$ cat src/rtl/cnn_matrix_loader_if.sv
// Stream-in / bus-write bundle for the CNN matrix loader.
// slave = loader side, master = stream source and bus observer.
interface cnn_matrix_loader_if #(
    parameter int BUS_ADDR_WIDTH = 32,
    parameter int BUS_DATA_WIDTH = 64,
    parameter int DATA_WIDTH     = 32
);
    localparam int BUS_WE_WIDTH = BUS_DATA_WIDTH / 8;

    logic [DATA_WIDTH-1:0]     sDataIn;
    logic                      sValidIn;
    logic                      sLastIn;
    logic                      sReadyOut;
    logic [BUS_ADDR_WIDTH-1:0] addrOut;
    logic [BUS_WE_WIDTH-1:0]   wrEnOut;
    logic [BUS_DATA_WIDTH-1:0] wrDataOut;

    modport master (
        output sDataIn, sValidIn, sLastIn,
        input  sReadyOut, addrOut, wrEnOut, wrDataOut
    );

    modport slave (
        input  sDataIn, sValidIn, sLastIn,
        output sReadyOut, addrOut, wrEnOut, wrDataOut
    );
endinterface

$ cat src/rtl/cnn_matrix_loader.sv
// Framed stream to bus-write loader for the CNN accelerator.
// Optional length checking: define CNN_LOADER_LEN_CHECK_EN.
module cnn_matrix_loader #(
    parameter int BUS_ADDR_WIDTH = 32,
    parameter int BUS_DATA_WIDTH = 64,
    parameter int DATA_WIDTH     = 32,
    parameter int MAX_SIZE       = 4096,
    parameter int NUM_CH         = 2,
    localparam int DIM_WIDTH     = $clog2(MAX_SIZE) + 1
) (
    input  logic                          clk,
    input  logic                          rst,
    cnn_matrix_loader_if.slave            bus,
    output logic [NUM_CH*2*DIM_WIDTH-1:0] dimsOut,
    output logic                          startOut,
    input  logic                          doneIn,
    output logic                          busyOut,
    output logic                          errorOut
);
    localparam int NUM_WORDS    = BUS_DATA_WIDTH / DATA_WIDTH;
    localparam int WE_WIDTH     = DATA_WIDTH / 8;
    localparam int BUS_WE_WIDTH = BUS_DATA_WIDTH / 8;
    localparam int IDX_W  = (NUM_WORDS > 1) ? $clog2(NUM_WORDS) : 1;
    localparam int CH_W   = (NUM_CH > 1) ? $clog2(NUM_CH) : 1;
    localparam int CNT_W  = 2 * DIM_WIDTH;
    localparam logic [BUS_ADDR_WIDTH-1:0] CH_STRIDE =
        BUS_ADDR_WIDTH'(MAX_SIZE * WE_WIDTH);

    typedef enum logic [2:0] {
        S_IDLE,
        S_COLS,
        S_ROWS,
        S_LOAD,
        S_START,
        S_WAIT,
        S_DRAIN
    } state_t;

    state_t                        r_state;
    state_t                        w_state_next;
    logic [CH_W-1:0]               r_ch;
    logic [NUM_CH*2*DIM_WIDTH-1:0] r_dims;
    logic [IDX_W-1:0]              r_pack_idx;
    logic [BUS_DATA_WIDTH-1:0]     r_pack_data;
    logic [BUS_WE_WIDTH-1:0]       r_pack_we;
    logic [BUS_ADDR_WIDTH-1:0]     r_beat_addr;
    logic [BUS_ADDR_WIDTH-1:0]     r_addr;
    logic [BUS_WE_WIDTH-1:0]       r_wren;
    logic [BUS_DATA_WIDTH-1:0]     r_wdata;
    logic                          r_start;
    logic                          r_busy;
    logic                          r_error;

    logic                          w_fire;
    logic                          w_issue;
    logic                          w_err;
    logic                          w_last_ch;
    logic                          w_full;
    logic [BUS_DATA_WIDTH-1:0]     w_pack_data;
    logic [BUS_WE_WIDTH-1:0]       w_pack_we;
    logic [BUS_ADDR_WIDTH-1:0]     w_ch_base;

`ifdef CNN_LOADER_LEN_CHECK_EN
    logic [CNT_W-1:0]              r_count;
    logic [CNT_W-1:0]              r_total;
    logic [CNT_W-1:0]              w_count_next;
    logic [CNT_W-1:0]              w_prod;
    logic [DIM_WIDTH-1:0]          w_rows_in;
    logic [DIM_WIDTH-1:0]          w_cols_cur;
    logic                          w_bad_dims;

    assign w_rows_in    = bus.sDataIn[DIM_WIDTH-1:0];
    assign w_cols_cur   = r_dims[r_ch*2*DIM_WIDTH +: DIM_WIDTH];
    assign w_prod       = CNT_W'(w_rows_in) * CNT_W'(w_cols_cur);
    assign w_count_next = r_count + CNT_W'(1);
    assign w_bad_dims   = (w_rows_in == '0) || (w_cols_cur == '0) ||
                          (w_prod > CNT_W'(MAX_SIZE));
`endif

    assign bus.sReadyOut = (r_state == S_COLS) || (r_state == S_ROWS) ||
                           (r_state == S_LOAD) || (r_state == S_DRAIN);
    assign w_fire    = bus.sValidIn && bus.sReadyOut;
    assign w_last_ch = (r_ch == CH_W'(NUM_CH - 1));
    assign w_full    = (r_pack_idx == IDX_W'(NUM_WORDS - 1));
    assign w_ch_base = BUS_ADDR_WIDTH'(r_ch) * CH_STRIDE;

    assign bus.addrOut   = r_addr;
    assign bus.wrEnOut   = r_wren;
    assign bus.wrDataOut = r_wdata;
    assign dimsOut       = r_dims;
    assign startOut      = r_start;
    assign busyOut       = r_busy;
    assign errorOut      = r_error;

    // State register.
    always_ff @(posedge clk) begin
        if (rst) r_state <= S_IDLE;
        else     r_state <= w_state_next;
    end

    // Next state, beat packing and beat-issue / error decisions.
    always_comb begin
        w_state_next = r_state;
        w_issue      = 1'b0;
        w_err        = 1'b0;
        w_pack_data  = r_pack_data;
        w_pack_we    = r_pack_we;
        w_pack_data[r_pack_idx*DATA_WIDTH +: DATA_WIDTH] = bus.sDataIn;
        w_pack_we[r_pack_idx*WE_WIDTH +: WE_WIDTH]       = '1;
        case (r_state)
            S_IDLE: begin
                if (bus.sValidIn) w_state_next = S_COLS;
            end
            S_COLS: begin
                if (w_fire) w_state_next = S_ROWS;
            end
            S_ROWS: begin
                if (w_fire) begin
                    w_state_next = S_LOAD;
`ifdef CNN_LOADER_LEN_CHECK_EN
                    if (w_bad_dims) begin
                        w_err        = 1'b1;
                        w_state_next = S_DRAIN;
                    end
`endif
                end
            end
            S_LOAD: begin
                if (w_fire) begin
                    w_issue = w_full || bus.sLastIn;
                    if (bus.sLastIn)
                        w_state_next = w_last_ch ? S_START : S_COLS;
`ifdef CNN_LOADER_LEN_CHECK_EN
                    if (bus.sLastIn && (w_count_next != r_total)) begin
                        w_err        = 1'b1;
                        w_state_next = S_IDLE;
                    end else if (!bus.sLastIn &&
                                 (w_count_next == r_total)) begin
                        w_err        = 1'b1;
                        w_issue      = 1'b1;
                        w_state_next = S_DRAIN;
                    end
`endif
                end
            end
            S_START: begin
                w_state_next = S_WAIT;
            end
            S_WAIT: begin
                // A done coinciding with the start pulse belongs to no job.
                if (doneIn && !r_start) w_state_next = S_IDLE;
            end
            S_DRAIN: begin
                if (w_fire && bus.sLastIn) w_state_next = S_IDLE;
            end
            default: w_state_next = S_IDLE;
        endcase
    end

    // Datapath: dims, packing, bus write registers, status flags.
    always_ff @(posedge clk) begin
        if (rst) begin
            r_ch        <= '0;
            r_dims      <= '0;
            r_pack_idx  <= '0;
            r_pack_data <= '0;
            r_pack_we   <= '0;
            r_beat_addr <= '0;
            r_addr      <= '0;
            r_wren      <= '0;
            r_wdata     <= '0;
            r_start     <= 1'b0;
            r_busy      <= 1'b0;
            r_error     <= 1'b0;
`ifdef CNN_LOADER_LEN_CHECK_EN
            r_count     <= '0;
            r_total     <= '0;
`endif
        end else begin
            r_wren  <= '0;
            r_start <= (r_state == S_START);
            r_busy  <= (w_state_next != S_IDLE);
            r_error <= r_error | w_err;
            case (r_state)
                S_IDLE: begin
                    if (w_state_next == S_COLS) r_ch <= '0;
                end
                S_COLS: begin
                    if (w_fire)
                        r_dims[r_ch*2*DIM_WIDTH +: DIM_WIDTH] <=
                            bus.sDataIn[DIM_WIDTH-1:0];
                end
                S_ROWS: begin
                    if (w_fire) begin
                        r_dims[r_ch*2*DIM_WIDTH+DIM_WIDTH +: DIM_WIDTH] <=
                            bus.sDataIn[DIM_WIDTH-1:0];
                        r_pack_idx  <= '0;
                        r_pack_data <= '0;
                        r_pack_we   <= '0;
                        r_beat_addr <= w_ch_base;
`ifdef CNN_LOADER_LEN_CHECK_EN
                        r_count     <= '0;
                        r_total     <= w_prod;
`endif
                    end
                end
                S_LOAD: begin
                    if (w_fire) begin
`ifdef CNN_LOADER_LEN_CHECK_EN
                        r_count <= w_count_next;
`endif
                        if (w_issue) begin
                            r_addr      <= r_beat_addr;
                            r_wren      <= w_pack_we;
                            r_wdata     <= w_pack_data;
                            r_beat_addr <= r_beat_addr +
                                BUS_ADDR_WIDTH'(BUS_WE_WIDTH);
                            r_pack_idx  <= '0;
                            r_pack_data <= '0;
                            r_pack_we   <= '0;
                        end else begin
                            r_pack_idx  <= r_pack_idx + IDX_W'(1);
                            r_pack_data <= w_pack_data;
                            r_pack_we   <= w_pack_we;
                        end
                        if (w_state_next == S_COLS)
                            r_ch <= r_ch + CH_W'(1);
                    end
                end
                default: ;
            endcase
        end
    end
endmodule

$ cat src/flat_wrapper.sv
// flat-port wrapper written by rule: the top's interface ports become plain ports
module cnn_matrix_loader_flat 
#(
    parameter int BUS_ADDR_WIDTH = 32,
    parameter int BUS_DATA_WIDTH = 64,
    parameter int DATA_WIDTH     = 32,
    parameter int MAX_SIZE       = 4096,
    parameter int NUM_CH         = 2,
    localparam int DIM_WIDTH     = $clog2(MAX_SIZE) + 1
)
  (clk, rst, dimsOut, startOut, doneIn, busyOut, errorOut, bus_sDataIn, bus_sValidIn, bus_sLastIn, bus_sReadyOut, bus_addrOut, bus_wrEnOut, bus_wrDataOut);
  cnn_matrix_loader_if #(.BUS_ADDR_WIDTH(BUS_ADDR_WIDTH), .BUS_DATA_WIDTH(BUS_DATA_WIDTH), .DATA_WIDTH(DATA_WIDTH)) bus_i ();
  input  logic clk;
  input  logic rst;
  output logic [NUM_CH*2*DIM_WIDTH-1:0] dimsOut;
  output logic startOut;
  input  logic doneIn;
  output logic busyOut;
  output logic errorOut;
  input wire logic [$bits(bus_i.sDataIn)-1:0] bus_sDataIn;
  input wire logic [$bits(bus_i.sValidIn)-1:0] bus_sValidIn;
  input wire logic [$bits(bus_i.sLastIn)-1:0] bus_sLastIn;
  output wire logic [$bits(bus_i.sReadyOut)-1:0] bus_sReadyOut;
  output wire logic [$bits(bus_i.addrOut)-1:0] bus_addrOut;
  output wire logic [$bits(bus_i.wrEnOut)-1:0] bus_wrEnOut;
  output wire logic [$bits(bus_i.wrDataOut)-1:0] bus_wrDataOut;
  assign bus_i.sDataIn = bus_sDataIn;
  assign bus_i.sValidIn = bus_sValidIn;
  assign bus_i.sLastIn = bus_sLastIn;
  assign bus_sReadyOut = bus_i.sReadyOut;
  assign bus_addrOut = bus_i.addrOut;
  assign bus_wrEnOut = bus_i.wrEnOut;
  assign bus_wrDataOut = bus_i.wrDataOut;
  cnn_matrix_loader #(.BUS_ADDR_WIDTH(BUS_ADDR_WIDTH), .BUS_DATA_WIDTH(BUS_DATA_WIDTH), .DATA_WIDTH(DATA_WIDTH), .MAX_SIZE(MAX_SIZE), .NUM_CH(NUM_CH)) u_core (.clk(clk), .rst(rst), .bus(bus_i), .dimsOut(dimsOut), .startOut(startOut), .doneIn(doneIn), .busyOut(busyOut), .errorOut(errorOut));
endmodule
$ cat config.mk
export PLATFORM = sky130hd
export DESIGN_NAME = cnn_matrix_loader_flat
export DESIGN_NICKNAME = d
export VERILOG_FILES = /design/src/rtl/cnn_matrix_loader_if.sv /design/src/rtl/cnn_matrix_loader.sv /design/src/flat_wrapper.sv
export SDC_FILE = /design/constraint.sdc
export NUM_CORES = 1
export LEC_CHECK = 0
export CAP_MARGIN = 20
export CORE_ASPECT_RATIO = 1.25
export CORE_UTILIZATION = 45
export CTS_CLUSTER_SIZE = 24
export DETAILED_ROUTE_END_ITERATION = 10
export PLACE_DENSITY = 0.71
export SYNTH_ARGS = -nofsm -noshare
export SYNTH_HDL_FRONTEND = slang
export SYNTH_SLANG_ARGS = --single-unit
$ cat constraint.sdc
create_clock -name clk -period 3.3 [get_ports clk]
set_input_delay 0.66 -clock clk [delete_from_list [all_inputs] [get_ports clk]]
set_output_delay 0.66 -clock clk [all_outputs]
set_load 0.02 [all_outputs]
==> flow_summary.json <==
{
  "period_share": 0.851,
  "worstSetupEndpointType": "primary output",
  "coreArea_mm2": 0.0215,
  "cts_sinks": 261,
  "p_per_area_mw_per_mm2": 511,
  "met2_usage": 0.376,
  "io_buffers": 192,
  "crit_arrival_ns": 2.15,
  "clk_pin_slew_worst_paths_ns": 0.06,
  "worst_hold_path_type": "register to register",
  "met1_usage": 0.276,
  "first_pass_iters": 5,
  "grt_use_total": 0.219,
  "yosys.area_share.simple": 0.188,
  "hold_viol": 0,
  "n_antenna_cell": 0,
  "ant_nets": 0,
  "io_pins": 197,
  "placed_cells": 1468,
  "worst-endpoint-required_ns": 2.64,
  "cts_root_buf": "clkbuf_16",
  "fin_skew_ns": 0.0152,
  "dpl-instance-area_mm2": 0.0120,
  "ys_seq_area_frac": 0.528,
  "fmax_mhz": 356,
  "synth_top_family_by_area": "simple AND/OR/NAND/NOR gates",
  "rows": 60,
  "yosysTopAreaCell": "dfxtp_1",
  "initial_utilization": 0.459,
  "synth_warnings": 0,
  "max_cap_viol_count": 0,
  "viasPerCell": 5.33,
  "slew_violations": 0,
  "synth_adder_area_share": 0.00126,
  "synth_top_area_share": 0.528,
  "gr-total-overflow": 0,
  "crit_path_max_fanout": 15,
  "grt_use_met3": 0.0361,
  "h-tree-depth": 1,
  "timing.setup.tns_ns": 0,
  "die_y_um": 168,
  "die_w_um": 135,
  "period_minus_slack_ns": 2.81,
  "ir_drop_uv": 419,
  "ys_seq_elements": 261,
  "synth-compound-area-share": 0.136,
  "top_usage_layer": "met2",
  "drive_above_1_share": 0.0567,
  "p_leak_nw": 4.31,
  "first_iter_violations": 543,
  "synthMuxAreaShare": 0.0991,
  "tightest_slew_ns": 1.07,
  "hpwl_um": 16300,
  "relSlewSlack": 0.289,
  "synth_cells": 1071,
  "cts_tree": "built",
  "grt_pass1_vias": 7558,
  "synthDistinctLibCells": 49,
  "setup_slack_ns": 0.493,
  "status": "finished clean",
  "nets": 1255,
  "whs_ns": 0.444,
  "setup_viol": 0,
  "syn_to_final_growth_pct": 29.9,
  "numCtsBuffers": 26,
  "drt_wl_total_um": 25000,
  "final_util": 0.597,
  "drcViolationCount": 0,
  "finalNonFillerCells": 1514,
  "dr_total_vias": 8073,
  "cts_hold_buffers": 0,
  "antenna_found_initial": 0,
  "synth_top_flop_cell": "dfxtp_1",
  "rsz0062_at_grt": "false",
  "synth_area_mm2": 0.00990,
  "die_area_mm2": 0.0226,
  "cts_resized": 0,
  "grt_pass1_wl_um": 39900,
  "grt_max_degree": 83,
  "final_area_mm2": 0.0129,
  "synthXorXnorAreaFrac": 0.00619,
  "crit_type": "register to primary output",
  "critPathLaunchType": "register",
  "p_total_mw": 6.57,
  "synth_area_leaders": "dfxtp_1, mux2i_1, nor2_1",
  "mostFrequentLayoutCells": "dfxtp_1, clkdlybuf4s50_1, nor2_1, nand2_1, mux2i_1",
  "post_cts_buffers": 0,
  "gp_congestion": 0.809,
  "wl_per_cell_um": 16.5,
  "max-clock-path-buffers": 3,
  "syn_avg_cell_area_um2": 9.24,
  "clkLatencyLatePin_ns": 0.52,
  "synthArstFlopShare": 0,
  "mostFrequentLayoutCell": "dfxtp_1",
  "pre_cts_ws_ns": 0.351,
  "synth_edf_count": 0
}
worst paths after layout:
check | start | to | slack (ns) | depth (start not counted)
worst min-delay path | u_core.r_pack_we[0]$_SDFFE_PP0P_ | u_core.bus.wrEnOut[0]$_SDFF_PP0_ | 0.44 | 2
worst max-delay path | u_core.r_state[1]$_SDFF_PP0_ | bus_sReadyOut | 0.49 | 3
worst min register to register | u_core.r_pack_we[0]$_SDFFE_PP0P_ | u_core.bus.wrEnOut[0]$_SDFF_PP0_ | 0.44 | 2
worst max register to register | u_core.r_state[1]$_SDFF_PP0_ | u_core.r_beat_addr[18]$_SDFFE_PP0P_ | 0.98 | 4
report_power, final:
group | total (mW) | switching, mW | internal, mW | leakage (nW)
combinational | 0.374 | 0.223 | 0.151 | 1.78
clock | 2.99 | 1.18 | 1.81 | 0.425
sequential | 3.20 | 0.0255 | 3.18 | 2.11
total | 6.57 | 1.43 | 5.14 | 4.31
flip-flops by register name (all words and copies together) (netlist names):
name / cells
u_core.bus.addrOut: 29
u_core.bus.wrDataOut: 64
u_core.bus.wrEnOut: 8
u_core.busyOut: 1
u_core.dimsOut: 52
u_core.r_beat_addr: 29
u_core.r_ch: 1
u_core.r_pack_data: 64
u_core.r_pack_idx: 1
u_core.r_pack_we: 8
u_core.r_state: 3
u_core.startOut: 1
area by class of cell:
cell class                      instances  area [um^2]
Timing Repair Buffer                  208         2080
Clock inverter                          4         72.6
Multi-Input combinational cell        715         4300
Fill cell                            1870         8690
Sequential cell                       261         5230
Clock buffer                           42          802
Tap cell                              279          349
Inverter                                5         18.8
synth_stat cells (12+ instances only):
library cell and n:
dfxtp_1 261, and2_1 34, clkbuf_1 73, a211oi_1 65, a22oi_1 33, nand2_1 117, or3_1 13, nor2_1 149
nand3_1 28, mux2i_1 98, a21oi_1 72, buf_2 12
cell families after synthesis:
group | after synthesis
simple gates | 399
flops | 261
compound gates | 206
mux | 98
buf+inv | 98
xor+xnor | 7
fa+ha+maj | 1
other cells | 1
metal layers:
layer | up-vias | share of wire | wire length [um]
li1 | 4017 | - | -
met1 | 3817 | 0.43 | 10700
met5 | - | 0 | 0
met2 | 196 | 0.49 | 12300
met3 | 43 | 0.048 | 1210
met4 | 0 | 0.030 | 747
critical path: stages, from the launching register on:
cell	delay [ns]
dfxtp_1	0.67
nor2_1	0.10
a21oi_1	0.21
clkdlybuf4s50_1	0.64
(Power assumes the default switching activity.)
==> variant (same flow settings) <==
Build with the macro `CNN_LOADER_LEN_CHECK_EN` defined.
--- a/src/rtl/cnn_matrix_loader.sv
+++ b/src/rtl/cnn_matrix_loader.sv
@@ -1,5 +1,7 @@
 // Framed stream to bus-write loader for the CNN accelerator.
 // Optional length checking: define CNN_LOADER_LEN_CHECK_EN.
+`define CNN_LOADER_LEN_CHECK_EN
+
 module cnn_matrix_loader #(
     parameter int BUS_ADDR_WIDTH = 32,
     parameter int BUS_DATA_WIDTH = 64,
Function: not settled (the Yosys comparison gave no result); the edit may change what the design does.
==> variant against the unedited design <==
- the run now ends with negative setup slack left
- hold slack better by 0.012 ns
- clock power is 25% higher
- sequential cell count up 53
- synthesized area up 90%
- power increased by 51%
- worst setup slack got worse by 3.6 ns
- register-to-register slack got worse by 4.1 ns
- combinational power rose to 6.1 times the old value
- routed wire length up 140%
- utilization increased by 6.0 points
- design area grew 110%
- critical endpoint is now u_core.errorOut
==> variant: results <==
{
  "drive_gt1_frac": 0.271,
  "violations": "negative setup slack",
  "grt_max_degree": 85,
  "pre_cts_ws_ns": -3.67,
  "drt_iter0_markers": 989,
  "htreeDepth": 2,
  "ff2ff_path_depth": 24,
  "multi_input_comb_cells": 1561,
  "clkbuf_count": 48,
  "buffers": 540,
  "r2r-start": "u_core.r_ch",
  "finalNetCount": 2872,
  "cp_max_fo": 7,
  "sh_seq_area": 0.234,
  "worst_slew_margin_rel": 0.430,
  "fin_ws_ns": -3.12,
  "crit_end": "u_core.errorOut",
  "cts_buffers": 34,
  "num-nonclk-inverters": 188,
  "area_growth_pct": 43.7,
  "firstDrtPassIters": 8,
  "setup_violations": 232,
  "status": "complete, but fails checks",
  "worstPathArrival_ns": 6.81,
  "min_from": "u_core.dimsOut[41]",
  "yosys-top-cells-count": "314 x dfxtp_1, 307 x nand2_1, 219 x nor2_1, 188 x inv_1, 161 x a21oi_1",
  "grt_pass1_wl_um": 93400,
  "vias": 17500
}
-- variant: cell types whose count changed after synthesis, sizes merged, moves of 40 or more --
cell,before,now
and2,34,122
nand2,117,307
a21oi,72,162
dfxtp,261,314
ha,1,75
clkbuf,74,142
fa,0,121
nor2,149,219
inv,5,188
xnor2,5,45
-- variant: layer usage --
metal	share of wire	routed length, um	global-route usage
met3	0.046	2730	0.0361
met1	0.40	23500	0.325
met2	0.51	29900	0.487
met5	0	0	0
met4	0.046	2720	0.126
-- variant: power by group --
part | total, uW | internal, uW | switching, uW
Combinational | 2290 | 1090 | 1210
Sequential | 3890 | 3840 | 47.5
Clock | 3730 | 2210 | 1520
Total | 9910 | 7130 | 2780
-- variant: timing repair --
| item | 4_1_cts | 5_1_grt |
|---|---|---|
| cloned | 20 | 0 |
| pin swaps | 126 | 51 |
| setup endpoints to repair | 231 | 232 |
| gates resized for setup | 223 | 92 |
| hold buffers | 0 | 0 |
| setup buffers | 44 | 13 |
-- variant: through the flow --
step	setup TNS [ns]	cells
4_1_cts	-169.01	3198
3_5_place_dp	-169.43	3086
2_1_floorplan	-48.14	2216
5_1_grt	-214.51	3207
3_3_place_gp	-166.05	3086
6_report	-175.35	3207
-- variant: kinds of logic after synthesis --
| logic type | after synthesis | share of synthesized area |
|---|---|---|
| simple gates | 812 | 0.201 |
| mux | 94 | 0.0511 |
| xor+xnor | 80 | 0.0380 |
| fa+ha+maj | 196 | 0.179 |
| buf+inv | 341 | 0.0708 |
| compound gates | 376 | 0.125 |
| flops | 314 | 0.335 |
| other cells | 1 | 0.000200 |
